File: src/rtl/matmul_sequencer.sv
// matmul_sequencer: sequences one C = A x B on the systolic MAC grid.
//   Operand bytes arrive on a valid/ready stream (A row-major, then B
//   row-major) and are buffered. The grid edges are then driven with a
//   skewed wavefront. After the pipeline drains, C is unloaded row-major
//   on a valid/yumi stream.
// Ports:
//   clk_i, reset_n_i      clock, asynchronous active-low reset
//   flush_i               synchronous abort back to LOAD
//   valid_i/data_i        operand stream in, ready_o accepts
//   a_o/a_valid_o         row-edge operands, one lane per grid row
//   b_o/b_valid_o         column-edge operands, one lane per grid column
//   clear_o, mac_en_o     grid accumulator clear pulse, grid advance enable
//   c_i                   grid results, element (i,j) at lane i*W+j
//   valid_o/data_o/yumi_i result stream out
//   busy_o                high whenever the sequencer is not in LOAD
module matmul_sequencer #(
    parameter int width_p        = 8,
    parameter int array_height_p = 2,
    parameter int array_width_p  = 2,
    parameter int depth_k_p      = 2,
    parameter int mac_latency_p  = 1
) (
    input  logic                                              clk_i,
    input  logic                                              reset_n_i,
    input  logic                                              flush_i,
    input  logic                                              valid_i,
    input  logic [width_p-1:0]                                data_i,
    output logic                                              ready_o,
    output logic [array_height_p*width_p-1:0]                 a_o,
    output logic [array_height_p-1:0]                         a_valid_o,
    output logic [array_width_p*width_p-1:0]                  b_o,
    output logic [array_width_p-1:0]                          b_valid_o,
    output logic                                              clear_o,
    output logic                                              mac_en_o,
    input  logic [array_height_p*array_width_p*width_p-1:0]   c_i,
    output logic                                              valid_o,
    output logic [width_p-1:0]                                data_o,
    input  logic                                              yumi_i,
    output logic                                              busy_o
);

    localparam int H     = array_height_p;
    localparam int W     = array_width_p;
    localparam int K     = depth_k_p;
    localparam int N_A   = H * K;
    localparam int N     = N_A + K * W;
    localparam int FL    = K + H + W - 2;
    localparam int NC    = H * W;
    localparam int M1    = (N > FL) ? N : FL;
    localparam int M2    = (M1 > NC) ? M1 : NC;
    localparam int CMAX  = (M2 > mac_latency_p) ? M2 : mac_latency_p;
    localparam int CNT_W = $clog2(CMAX + 1);

    typedef enum logic [2:0] {
        S_LOAD   = 3'd0,
        S_CLEAR  = 3'd1,
        S_FEED   = 3'd2,
        S_DRAIN  = 3'd3,
        S_UNLOAD = 3'd4
    } state_t;

    state_t             r_state;
    state_t             w_state_n;
    // One counter serves every phase: load slot, feed step t, drain cycle, unload index u.
    logic [CNT_W-1:0]   r_cnt;
    logic [CNT_W-1:0]   w_cnt_n;
    logic               w_load_beat;
    logic [width_p-1:0] r_buf [N];

    logic                       r_ready, r_clear, r_mac_en, r_valid, r_busy;
    logic [H*width_p-1:0]       r_a, w_a_n;
    logic [H-1:0]               r_av, w_av_n;
    logic [W*width_p-1:0]       r_b, w_b_n;
    logic [W-1:0]               r_bv, w_bv_n;
    logic [width_p-1:0]         r_data, w_data_n;

    // Next-state and counter logic; flush_i overrides every transition.
    always_comb begin
        w_state_n   = r_state;
        w_cnt_n     = r_cnt;
        w_load_beat = 1'b0;
        if (flush_i) begin
            w_state_n = S_LOAD;
            w_cnt_n   = '0;
        end else begin
            case (r_state)
                S_LOAD: begin
                    if (valid_i) begin
                        w_load_beat = 1'b1;
                        if (r_cnt == CNT_W'(N - 1)) begin
                            w_state_n = S_CLEAR;
                            w_cnt_n   = '0;
                        end else begin
                            w_cnt_n = r_cnt + CNT_W'(1);
                        end
                    end else begin
                        w_cnt_n = r_cnt;
                    end
                end
                S_CLEAR: begin
                    w_state_n = S_FEED;
                    w_cnt_n   = '0;
                end
                S_FEED: begin
                    if (r_cnt == CNT_W'(FL - 1)) begin
                        w_state_n = S_DRAIN;
                        w_cnt_n   = '0;
                    end else begin
                        w_cnt_n = r_cnt + CNT_W'(1);
                    end
                end
                S_DRAIN: begin
                    if (r_cnt == CNT_W'(mac_latency_p - 1)) begin
                        w_state_n = S_UNLOAD;
                        w_cnt_n   = '0;
                    end else begin
                        w_cnt_n = r_cnt + CNT_W'(1);
                    end
                end
                S_UNLOAD: begin
                    if (yumi_i) begin
                        if (r_cnt == CNT_W'(NC - 1)) begin
                            w_state_n = S_LOAD;
                            w_cnt_n   = '0;
                        end else begin
                            w_cnt_n = r_cnt + CNT_W'(1);
                        end
                    end else begin
                        w_cnt_n = r_cnt;
                    end
                end
                default: begin
                    w_state_n = S_LOAD;
                    w_cnt_n   = '0;
                end
            endcase
        end
    end

    // Next values of the registered outputs, derived from the upcoming state and counter
    // so every output lines up with the state it belongs to.
    always_comb begin
        w_a_n    = '0;
        w_av_n   = '0;
        w_b_n    = '0;
        w_bv_n   = '0;
        w_data_n = '0;
        if (w_state_n == S_FEED) begin
            // Row i carries A[i][k] at step t = i + k; column j carries B[k][j] at t = k + j.
            for (int i = 0; i < H; i++) begin
                for (int k = 0; k < K; k++) begin
                    if (w_cnt_n == CNT_W'(i + k)) begin
                        w_a_n[i*width_p +: width_p] = r_buf[i*K + k];
                        w_av_n[i]                   = 1'b1;
                    end else begin
                        w_av_n[i] = w_av_n[i];
                    end
                end
            end
            for (int j = 0; j < W; j++) begin
                for (int k = 0; k < K; k++) begin
                    if (w_cnt_n == CNT_W'(k + j)) begin
                        w_b_n[j*width_p +: width_p] = r_buf[N_A + k*W + j];
                        w_bv_n[j]                   = 1'b1;
                    end else begin
                        w_bv_n[j] = w_bv_n[j];
                    end
                end
            end
        end else if (w_state_n == S_UNLOAD) begin
            for (int e = 0; e < NC; e++) begin
                if (w_cnt_n == CNT_W'(e)) begin
                    w_data_n = c_i[e*width_p +: width_p];
                end else begin
                    w_data_n = w_data_n;
                end
            end
        end else begin
            w_data_n = '0;
        end
    end

    // State, counter and output registers.
    always_ff @(posedge clk_i or negedge reset_n_i) begin
        if (!reset_n_i) begin
            r_state  <= S_LOAD;
            r_cnt    <= '0;
            r_ready  <= 1'b1;
            r_clear  <= 1'b0;
            r_mac_en <= 1'b0;
            r_valid  <= 1'b0;
            r_busy   <= 1'b0;
            r_a      <= '0;
            r_av     <= '0;
            r_b      <= '0;
            r_bv     <= '0;
            r_data   <= '0;
        end else begin
            r_state  <= w_state_n;
            r_cnt    <= w_cnt_n;
            r_ready  <= (w_state_n == S_LOAD);
            r_clear  <= (w_state_n == S_CLEAR);
            r_mac_en <= (w_state_n == S_FEED) || (w_state_n == S_DRAIN);
            r_valid  <= (w_state_n == S_UNLOAD);
            r_busy   <= (w_state_n != S_LOAD);
            r_a      <= w_a_n;
            r_av     <= w_av_n;
            r_b      <= w_b_n;
            r_bv     <= w_bv_n;
            r_data   <= w_data_n;
        end
    end

    // Operand buffer; contents need no reset because every run rewrites all slots.
    always_ff @(posedge clk_i) begin
        for (int s = 0; s < N; s++) begin
            if (w_load_beat && (r_cnt == CNT_W'(s))) begin
                r_buf[s] <= data_i;
            end
        end
    end

    assign ready_o   = r_ready;
    assign clear_o   = r_clear;
    assign mac_en_o  = r_mac_en;
    assign valid_o   = r_valid;
    assign busy_o    = r_busy;
    assign a_o       = r_a;
    assign a_valid_o = r_av;
    assign b_o       = r_b;
    assign b_valid_o = r_bv;
    assign data_o    = r_data;

endmodule
File: config.mk
export PLATFORM = sky130hd
export DESIGN_NAME = matmul_sequencer
export DESIGN_NICKNAME = d
export VERILOG_FILES = /design/src/rtl/matmul_sequencer.sv
export SDC_FILE = /design/constraint.sdc
export NUM_CORES = 1
export LEC_CHECK = 0
export CORE_MARGIN = 2
export CORE_UTILIZATION = 60
export DETAILED_ROUTE_END_ITERATION = 10
export DONT_BUFFER_PORTS = 1
export GPL_ROUTABILITY_DRIVEN = 0
export PLACE_DENSITY = 0.86
export SLEW_MARGIN = 10
export SYNTH_ARGS = -nofsm -noshare
export SYNTH_HDL_FRONTEND = slang
export SYNTH_SLANG_ARGS = --single-unit
File: constraint.sdc
create_clock -name clk_i -period 7.39 [get_ports clk_i]
set_input_delay 1.478 -clock clk_i [delete_from_list [all_inputs] [get_ports clk_i]]
set_output_delay 1.478 -clock clk_i [all_outputs]
set_load 0.02 [all_outputs]
==> implementation parameters <==
Parameter                              Value

Drt
  Remaining antenna violation count ... 0
  Drt via density ... between 6 and 7
  Vias ... 2852
  Total Routed Length ... slightly below 10000 microns
  Starting DRT DRC Count ... about 230
  DRC violations left ... 0
  Number of iterations in the first detailed-routing pass ... 6
  WL/cell ... 22.0 microns

Synthesis
  Leading post-synthesis cells by cell area ... edfxtp_1, dfrtp_1, a22o_1
  Area of the mapped netlist ... 0.00463 sq mm
  EDFF count, synth ... 64
  Sequential share of the synthesized area ... a little over two thirds
  Count of distinct cell types in the synthesized netlist ... 53
  Mapped Avg Cell Area ... 14.0 sq um
  Most numerous cell types in the synthesized netlist ... edfxtp_1, dfrtp_1, nor2_1
  Cell taking the most area after synthesis ... edfxtp_1
  Main synth FF type ... edfxtp_1
  Area share of the largest cell type after synthesis ... between 40% and 50%
  Synthesized instance count ... 330
  Async set-reset flop share out of synthesis ... a little under half
  Synthesized net count ... between 300 and 400
  Most frequently used cell type in the post-synthesis netlist ... edfxtp_1
  Number of synthesis warnings ... 0
  FF+latch count, synth ... ~120

Placed design
  Total of buffers placed on input and output ports ... 0
  Cell Count Post-Placement ... 409
  Final HPWL from detailed placement ... roughly 5900 microns

Power
  Maximum vdd ir drop ... about 170 uV
  Power per standard cell area ... 302 mW/mm^2
  Leakage power ... between 2 and 2.5 nW

Worst setup path
  Arr. time, crit path ... approximately 5000 ps
  Flop2flop setup slack ... about 3100 ps
  Required time of the worst setup path ... 7840 ps
  Critical R2R Launch ... r_cnt[0]$_DFF_PN0_
  Origin of the worst setup path ... valid_i
  Peak fanout along the critical path ... 26
  CP Launch Type ... input pin
  Kind of capture point of the worst setup path ... register
  CP Class ... in -> reg

STA
  Final worst-path cycle share ... 61.6%
  Slew Limit Headroom ... between 10% and 20%
  Final hold violation count ... 0
  Setup repair after global routing missed its margin ... no
  Maximum operating frequency ... between 0.2 and 0.25 GHz
  Max-slew violation count ... 0
  Final setup viols ... 0
  Accumulated negative setup slack ... 0 ps
  Setup Skew ... 15.9 ps
  Pin slew with the least headroom to its limit ... 1230 ps
  Final period demand of the worst path ... around 4600 ps

Floorplanning
  Floorplan Core Area ... 0.00761 sq mm
  Initial core utilization ... 60.8%
  Die Wd ... 91.8 microns
  Overall die area ... between 0.008 and 0.009 sq mm
  I/O pins ... 94
  Overall die height ... around 90 microns
  Number of placement rows ... 32

Global routing
  Wire length of the first global-routing pass ... between 15000 and 20000 microns
  Total congestion overflow after global routing ... 0
  Total routing resource utilization after global routing ... between 20% and 30%
  Pin count of the biggest net entering global routing ... 55
  Number of antenna violations at the first check in global routing ... 0
  Via count of the first global-routing pass ... between 2k and 3k

Worst hold path
  Worst min-delay path startpoint ... r_buf[0][0]$_DFFE_PP_
  Classification of the worst-slack hold path ... reg -> reg

Finish
  Number of non-filler instances in the completed layout ... around 440
  Layout net count ... 375
  Ant. Diodes ... 0
  Area Growth Syn to Fin ... 13.5%
  Number of fillers in the final layout ... slightly below 500
  Fraction of final layout cells with drive strength greater than 1 ... roughly 13%

Clock tree
  Post-cts sizing count ... 0
  Maximum buffer depth of the clock tree ... 2
  Clock transition time at the flip-flop clock pins of the worst setup and hold paths ... about 70 ps
  Post-CTS Hold Fix Bufs ... 0
  Num CTS Buffers ... 17
  Total clock sinks ... 118
  CTS tree ... done
  Clock root buffer ... clkbuf_8
  Number of levels the H-tree was split into ... 4
  Clock Latency Late Sink ... around 520 ps
  Setup bufs post-CTS ... 0

Flow run
  Maximum capacitance violations ... 0

Run status
  Result of the run ... complete, no violations
[worst max-delay path, stage by stage]
cell and delay (ps):
or4b_1 570, o21a_1 280, a32oi_4 380, nand3_2 150, nor3_4 810, nor2b_1 1000, a22o_1 310
[final cells by class]
| type | count | area, sq um | area share, % |
|---|---|---|---|
| Clock buffer | 17 | 414 | 7.89 |
| Sequential cell | 118 | 3270 | 62.4 |
| Tap cell | 102 | 128 | 2.43 |
| Clock inverter | 15 | 195 | 3.72 |
| Inverter | 6 | 22.5 | 0.429 |
| Multi-Input combinational cell | 183 | 1220 | 23.2 |
[metal layers]
metal,track usage (%),vias to the layer above,part of all wire [%]
met1,28.9,1408,37
met5,0,-,0
met3,7.23,24,9.8
met4,10.3,0,1.8
met2,40.4,188,51
li1,-,1232,-
[metrics by stage]
step / utilization (%) / setup WS (ps) / hold slack (ps) / total power, W / instance area (sq um)
final: 69.0 / 2840 / 458 / 0.00159 / 5250
after global routing: 69.0 / 2620 / 480 / 0.00163 / 5250
after CTS: 68.9 / 2870 / 464 / 0.00159 / 5250
after detailed placement: 60.9 / 2410 / 448 / 0.000764 / 4640
after global placement: 60.9 / 2630 / 445 / 0.000762 / 4640
after floorplan: - / 3810 / 443 / 0.000756 / 4630
[cells by family (layout without fill, tap and decap cells)]
logic type	count (synthesis)	in the layout	synth area share, %
AO/OA/AOI/OAI	85	85	14.3
buffers and inverters	29	38	3.06
XOR/XNOR	2	2	0.379
AND/OR/NAND/NOR	92	92	10.4
flip-flops	118	118	70.8
adder cells (fa/ha/maj)	4	4	1.08
[placed cells by master, fill, tap and decap left out, drive strengths merged, types with 2 or more instances in the layout]
cell / instances
clkinv: 5
o21a: 2
nand3: 2
a22o: 16
a21o: 2
dfrtp: 53
nor2: 35
inv: 11
and3b: 2
or3: 4
nand2: 15
nor4: 4
a2bb2oi: 9
o211ai: 3
a21oi: 15
o21ai: 2
clkinvlp: 2
ha: 4
clkbuf: 17
or2: 2
edfxtp: 64
nand4: 3
a2111oi: 2
and2: 7
bufinv: 3
nor2b: 5
o31ai: 10
nand2b: 3
a22oi: 16
nor3: 4
[state kept, by name, summed over array words and instances, names as in the netlist, 2 cells and up]
register	cells
a_o	16
r_buf	64
data_o	8
r_state	3
b_o	16
b_valid_o	2
r_cnt	4
[path summary, 6_finish.rpt]
| check | to | depth (start not counted) |
|---|---|---|
| max in group asynchronous | ready_o$_DFF_PN1_ | 0 |
| min in group asynchronous | a_o[2]$_DFF_PN0_ | 0 |
| worst max-delay path | a_o[2]$_DFF_PN0_ | 7 |
| worst max register to register | a_o[2]$_DFF_PN0_ | 9 |
| worst min-delay path | a_o[0]$_DFF_PN0_ | 1 |
| worst min register to register | a_o[0]$_DFF_PN0_ | 1 |
[report_power, final]
part | leakage [nW] | internal, W | switching (W)
clock | 0.292 | 0.000522 | 0.000310
sequential | 1.33 | 0.000701 | 0.00000349
combinational | 0.417 | 0.0000177 | 0.0000307
total | 2.04 | 0.00124 | 0.000344
(Power assumes the default switching activity.)
